[config.mk]
export PLATFORM = sky130hd
export DESIGN_NAME = pipe_add
export DESIGN_NICKNAME = d
export VERILOG_FILES = /design/src/rtl/add_pkg.sv /design/src/rtl/add_slice.sv /design/src/rtl/pipe_add.sv
export SDC_FILE = /design/constraint.sdc
export NUM_CORES = 1
export LEC_CHECK = 0
export BUFFER_PORTS_ARGS = -buffer_cell sky130_fd_sc_hd__clkbuf_2
export CAP_MARGIN = 20
export CORE_MARGIN = 5
export CORE_UTILIZATION = 55
export CTS_CLUSTER_DIAMETER = 100
export DETAILED_ROUTE_END_ITERATION = 8
export PLACE_DENSITY = 0.76
export SKIP_LAST_GASP = 1
export SYNTH_ARGS = -nofsm -noshare
export SYNTH_HDL_FRONTEND = slang
export SYNTH_SLANG_ARGS = --single-unit
[constraint.sdc]
create_clock -name clk -period 3.93 [get_ports clk]
set_input_delay 0.393 -clock clk [delete_from_list [all_inputs] [get_ports clk]]
set_output_delay 0.393 -clock clk [all_outputs]
set_load 0.005 [all_outputs]
[src/rtl/add_pkg.sv]
// add_pkg: shared definitions for the pipelined adder (pipe_add).
//   calc_stages : pipeline depth (and latency) for a given width/slice split
//   smax_fn/smin_fn : signed limits 0111..1 / 1000..0 for a given width
//                     (used only when PIPE_ADD_SAT_EN is defined)
//   stage_ctl_t : per-stage valid flag plus the carry leaving that stage
package add_pkg;

  typedef struct packed {
    logic valid;
    logic carry;
  } stage_ctl_t;

  function automatic int calc_stages(input int width, input int slice);
    return width / slice;
  endfunction

  function automatic logic [63:0] smax_fn(input int width);
    return (64'd1 << (width - 1)) - 64'd1;
  endfunction

  function automatic logic [63:0] smin_fn(input int width);
    return 64'd1 << (width - 1);
  endfunction

endpackage

[src/rtl/add_slice.sv]
// add_slice: combinational N-bit ripple of full-adder cells.
// Ports:
//   a, b  : N-bit operand slices
//   cin   : carry into bit 0
//   sum   : N-bit slice sum
//   cout  : carry out of bit N-1
module add_slice #(
  parameter int N = 4
) (
  input  logic [N-1:0] a,
  input  logic [N-1:0] b,
  input  logic         cin,
  output logic [N-1:0] sum,
  output logic         cout
);

  logic [N:0] c;

  always_comb begin
    c    = '0;
    sum  = '0;
    c[0] = cin;
    for (int i = 0; i < N; i++) begin
      sum[i]   = a[i] ^ b[i] ^ c[i];
      c[i + 1] = (a[i] & b[i]) | (c[i] & (a[i] ^ b[i]));
    end
    cout = c[N];
  end

endmodule

[src/rtl/pipe_add.sv]
// pipe_add: pipelined two's-complement adder/subtractor.
// The WIDTH-bit operands are resolved SLICE bits per stage; STAGES=WIDTH/SLICE
// is both the pipeline depth and the latency. Throughput: one op per cycle.
// Optional feature macro: PIPE_ADD_SAT_EN -- saturate sum to the signed limit
// on overflow (cout/ov still report the raw result).
// Ports:
//   clk, rst          : clock (rising edge), async active-high reset
//   in_valid/in_ready : operand handshake (a, b, cin, sub)
//   sub               : 1 = a - b (cin ignored), 0 = a + b + cin
//   out_valid/out_ready : result handshake (sum, cout, ov)
//   cout              : raw carry out of the MSB (no borrow inversion)
//   ov                : signed overflow
//
// Handshake: a transfer happens on an edge where valid & ready are both 1.
// The whole pipeline advances together when adv = ~out_valid | out_ready, and
// in_ready = adv. A producer holds its inputs while in_valid=1 & in_ready=0;
// the result outputs stay stable while out_valid=1 & out_ready=0.
module pipe_add
  import add_pkg::*;
#(
  parameter int WIDTH = 16,
  parameter int SLICE = 4
) (
  input  logic             clk,
  input  logic             rst,
  input  logic             in_valid,
  output logic             in_ready,
  input  logic [WIDTH-1:0] a,
  input  logic [WIDTH-1:0] b,
  input  logic             cin,
  input  logic             sub,
  output logic             out_valid,
  input  logic             out_ready,
  output logic [WIDTH-1:0] sum,
  output logic             cout,
  output logic             ov
);

  localparam int STAGES = calc_stages(WIDTH, SLICE);
  localparam int LAST   = STAGES - 1;

  if ((WIDTH % SLICE) != 0) begin : g_bad_width
    $error("pipe_add: WIDTH must be a multiple of SLICE");
  end

`ifdef PIPE_ADD_SAT_EN
  localparam logic [WIDTH-1:0] SMAX = WIDTH'(smax_fn(WIDTH));
  localparam logic [WIDTH-1:0] SMIN = WIDTH'(smin_fn(WIDTH));
`endif

  logic             adv;
  logic [WIDTH-1:0] b_eff;
  logic             c0;

  // Per-stage inputs: stage 0 reads the conditioned ports, stage k the
  // registers of stage k-1.
  logic [WIDTH-1:0] a_src [STAGES];
  logic [WIDTH-1:0] b_src [STAGES];
  logic [WIDTH-1:0] s_src [STAGES];
  logic             v_src [STAGES];
  logic             c_src [STAGES];
  logic [SLICE-1:0] sl_sum  [STAGES];
  logic             sl_cout [STAGES];

  // Stage registers: operands travel with the partially resolved sum so each
  // stage only needs its own slice of them.
  logic [WIDTH-1:0] a_q [STAGES];
  logic [WIDTH-1:0] a_d [STAGES];
  logic [WIDTH-1:0] b_q [STAGES];
  logic [WIDTH-1:0] b_d [STAGES];
  logic [WIDTH-1:0] s_q [STAGES];
  logic [WIDTH-1:0] s_d [STAGES];
  stage_ctl_t       ctl_q [STAGES];
  stage_ctl_t       ctl_d [STAGES];

  logic             out_valid_q, out_valid_d;
  logic [WIDTH-1:0] sum_q, sum_d;
  logic             cout_q, cout_d;
  logic             ov_q, ov_d;

  logic [WIDTH-1:0] fin_sum;
  logic [WIDTH-1:0] fin_res;
  logic             fin_a_msb;
  logic             fin_b_msb;
  logic             fin_ov;

  assign adv      = ~out_valid_q | out_ready;
  assign in_ready = adv;
  assign b_eff    = sub ? ~b : b;
  assign c0       = sub ? 1'b1 : cin;

  for (genvar k = 0; k < STAGES; k++) begin : g_stage
    if (k == 0) begin : g_first
      assign a_src[k] = a;
      assign b_src[k] = b_eff;
      assign s_src[k] = '0;
      assign v_src[k] = in_valid;
      assign c_src[k] = c0;
    end else begin : g_next
      assign a_src[k] = a_q[k-1];
      assign b_src[k] = b_q[k-1];
      assign s_src[k] = s_q[k-1];
      assign v_src[k] = ctl_q[k-1].valid;
      assign c_src[k] = ctl_q[k-1].carry;
    end

    add_slice #(.N(SLICE)) u_slice (
      .a    (a_src[k][k*SLICE +: SLICE]),
      .b    (b_src[k][k*SLICE +: SLICE]),
      .cin  (c_src[k]),
      .sum  (sl_sum[k]),
      .cout (sl_cout[k])
    );
  end

  always_comb begin
    for (int k = 0; k < STAGES; k++) begin
      a_d[k]   = a_q[k];
      b_d[k]   = b_q[k];
      s_d[k]   = s_q[k];
      ctl_d[k] = ctl_q[k];
      if (adv) begin
        a_d[k]               = a_src[k];
        b_d[k]               = b_src[k];
        s_d[k]               = s_src[k];
        s_d[k][k*SLICE +: SLICE] = sl_sum[k];
        ctl_d[k].valid       = v_src[k];
        ctl_d[k].carry       = sl_cout[k];
      end
    end
  end

  // Flags come from the operands that rode along with the final stage.
  always_comb begin
    fin_sum   = s_q[LAST];
    fin_a_msb = a_q[LAST][WIDTH-1];
    fin_b_msb = b_q[LAST][WIDTH-1];
    fin_ov    = (fin_a_msb == fin_b_msb) & (fin_sum[WIDTH-1] != fin_a_msb);
`ifdef PIPE_ADD_SAT_EN
    // Overflow sign follows operand A: negative operands overflow downward.
    fin_res   = fin_ov ? (fin_a_msb ? SMIN : SMAX) : fin_sum;
`else
    fin_res   = fin_sum;
`endif
  end

  always_comb begin
    out_valid_d = out_valid_q;
    sum_d       = sum_q;
    cout_d      = cout_q;
    ov_d        = ov_q;
    if (adv) begin
      out_valid_d = ctl_q[LAST].valid;
      if (ctl_q[LAST].valid) begin
        sum_d  = fin_res;
        cout_d = ctl_q[LAST].carry;
        ov_d   = fin_ov;
      end
    end
  end

  always_ff @(posedge clk or posedge rst) begin
    if (rst) begin
      for (int k = 0; k < STAGES; k++) begin
        a_q[k]   <= '0;
        b_q[k]   <= '0;
        s_q[k]   <= '0;
        ctl_q[k] <= '0;
      end
      out_valid_q <= 1'b0;
      sum_q       <= '0;
      cout_q      <= 1'b0;
      ov_q        <= 1'b0;
    end else begin
      for (int k = 0; k < STAGES; k++) begin
        a_q[k]   <= a_d[k];
        b_q[k]   <= b_d[k];
        s_q[k]   <= s_d[k];
        ctl_q[k] <= ctl_d[k];
      end
      out_valid_q <= out_valid_d;
      sum_q       <= sum_d;
      cout_q      <= cout_d;
      ov_q        <= ov_d;
    end
  end

  assign out_valid = out_valid_q;
  assign sum       = sum_q;
  assign cout      = cout_q;
  assign ov        = ov_q;

endmodule

==> results.ini <==
[status]
status=finished, final reports clean

[sta]
rsz0062_at_grt=false
fin_crit_ns=2.57
slew_headroom_pct=40.5
hold_viol_final=0
fmax_mhz=388
tightest_slew_ns=0.893
fin_crit_sh_pct=65.5
setup_violations=0
fin_skew_ns=0.00622
worst_slack_ns=1.36
slew_viol_final=0
fin_setup_tns_ns=0

[power_and_ir_drop]
power.leakage_nw=2.66
p_per_area_nw_per_um2=844
max-vdd-ir-drop_uv=457

[synth]
syn_nets=404
avgSynthCellArea_um2=14.1
syn-cell-area_um2=4940
ys_seq_area_share_pct=59.3
ys_top_cells_by_area=dfrtp_1 59%, mux2_2 18%, fa_1 6.5%
synth_async_sr_flop_share_pct=100
synth_most_common_cell=dfrtp_1
synthCells=350
synth_seq_cells=117
ys_types=20
yosys_warnings=0
ys.flop_type=dfrtp_1
netlist.area_leader.share_pct=59.3
yosys-top-cells-count=117 x dfrtp_1, 81 x mux2_2, 27 x inv_1
synth_top_area_cell=dfrtp_1
synth-edff-count=0

[floorplan]
pin_count=58
dieArea_um2=11000
rows=34
die_h_um=105
start_util_pct=56.7
core_um2=8720
fp.dieW_um=105

[cts]
cts_tree=built
hold_buffers=0
cts_resized=0
cts_max_level=4
clk_pin_slew_worst_paths_ns=0.06
post_cts_buffers=0
clock-sinks=117
cts_buffers=17
cts_buffer_depth=2
worstSkewPairLatency_ns=0.51
cts_root_buf=clkbuf_8

[setup_path]
endpoint_kind=output port
cp_cell_sequence=nand2b_4 -> buf_4 -> clkbuf_2
critPathRequiredTime_ns=3.54
path_buf_inv=2
slowest_stage=nand2b_4
max_stage_delay_ns=0.67
cp_top_family=simple AND/OR/NAND/NOR gates
path_max_fanout=70
arrival_ns=2.18
worst_setup_path_start_kind=register
worstSetupPathType=register to output port

[routing]
via_count=2700
drt_wl_total_um=7800
drc=0
first_pass_iters=4
first_iter_violations=74
viasPerCell=5.06
ant_nets=0
wl_per_cell_um=14.6

[global_routing]
grt_overflow=0
grt_pass1_wl_um=14100
grt_pass1_vias=2918
grt_max_degree=71
antenna_found_initial=0
grt_usage_pct=16.3

[cells_and_area]
n_antenna_cell=0
fin_cells=534
fin_nets=467
area_delta_synth_final_pct=17.7
drive_gt1_share_pct=43.9
seq_area_um2=2930
final_util_pct=66.7
multiInputGateArea_um2=1780
fill_cells=635

[placed_design]
dp_hpwl_um=5160
gp_congestion=0.723
io_buffers=57
pre_cts_ws_ns=1.06
dp.cells=502

[min_path]
hold_path_class=input pin to async pin

[flow_run]
drv_cap=0

## metal layers
layer	global-route usage [%]	up-vias	part of all wire (%)
li1	-	1282	-
met1	22.8	1339	48
met2	22.8	64	45
met3	5.06	15	4.1
met4	8.49	0	2.7
met5	0	-	0
## worst paths after layout
kind,startpoint,end,slack [ns],cells past startpoint
worst min-delay path,rst,sum[4]$_DFFE_PP0P_,0.04,2
worst max-delay path,out_valid$_DFFE_PP0N_,in_ready,1.36,3
worst min register to register,a_q[57]$_DFFE_PP0N_,a_q[41]$_DFFE_PP0N_,0.49,2
max in group asynchronous,rst,sum[14]$_DFFE_PP0P_,3.01,3
worst max register to register,a_q[28]$_DFFE_PP0N_,fin_res[15]$_DFFE_PP0N_,1.75,8
min in group clk,a[7],a_q[55]$_DFFE_PP0N_,0.11,3
## cells in the final DEF, fill, tap and decap left out, drive strengths merged, types with 5 or more instances in the layout
cell    netlist  final
dfrtp       117    117
mux2         83     83
clkbuf        1     80
inv          27     27
nor2         22     22
a21oi        21     21
fa           16     16
o21ai        13     13
nand2        13     13
xnor2        12     12
clkinv        0      5
buf          17      5
## worst register-to-register path, stage by stage (launching register included)
cell,delay (ns)
dfrtp_1,0.39
fa_1,0.43
inv_1,0.07
fa_1,0.17
inv_1,0.05
fa_1,0.38
inv_1,0.08
fa_1,0.42
a21oi_2,0.12
## flip-flops by register name, summed over array words and instances (netlist names)
register,count
a_q,25
b_q,25
s_q,24
fin_res,16
sum,16
ctl_q,5
c_src,3
cout,1
out_valid,1
ov,1
## layout make-up
cell class,count,area share [%]
well taps,108,2.32
flip-flops and latches,117,50.3
repair buffers,62,5.55
clock buffers,23,8.02
clock inverters,9,1.33
inverters,27,1.79
multi-input cells,188,30.7
## power by group
| group | internal [mW] | switching, mW | leakage [nW] |
|---|---|---|---|
| clock | 0.880 | 0.502 | 0.264 |
| sequential | 1.77 | 0.292 | 1.35 |
| combinational | 0.815 | 0.649 | 1.05 |
## logic make-up after synthesis
family | share of synthesized area (%)
muxes | 19.1
adders and majority gates | 6.48
buffers and inverters | 4.66
AOI/OAI and AO/OA | 4.20
DFF | 59.3
and+or+nand+nor | 3.49
xor gates and xnor gates | 2.84
## through the flow
step	hold slack (ns)	total power, mW	cell area, um^2
global placement	0.457	3.47	5270
global route	0.0900	5.29	5820
CTS	0.0491	4.98	5820
detailed placement	0.474	3.56	5270
finish	0.0351	4.91	5820
floorplan	0.446	3.16	4940
Power figures use the tool's default switching activity.
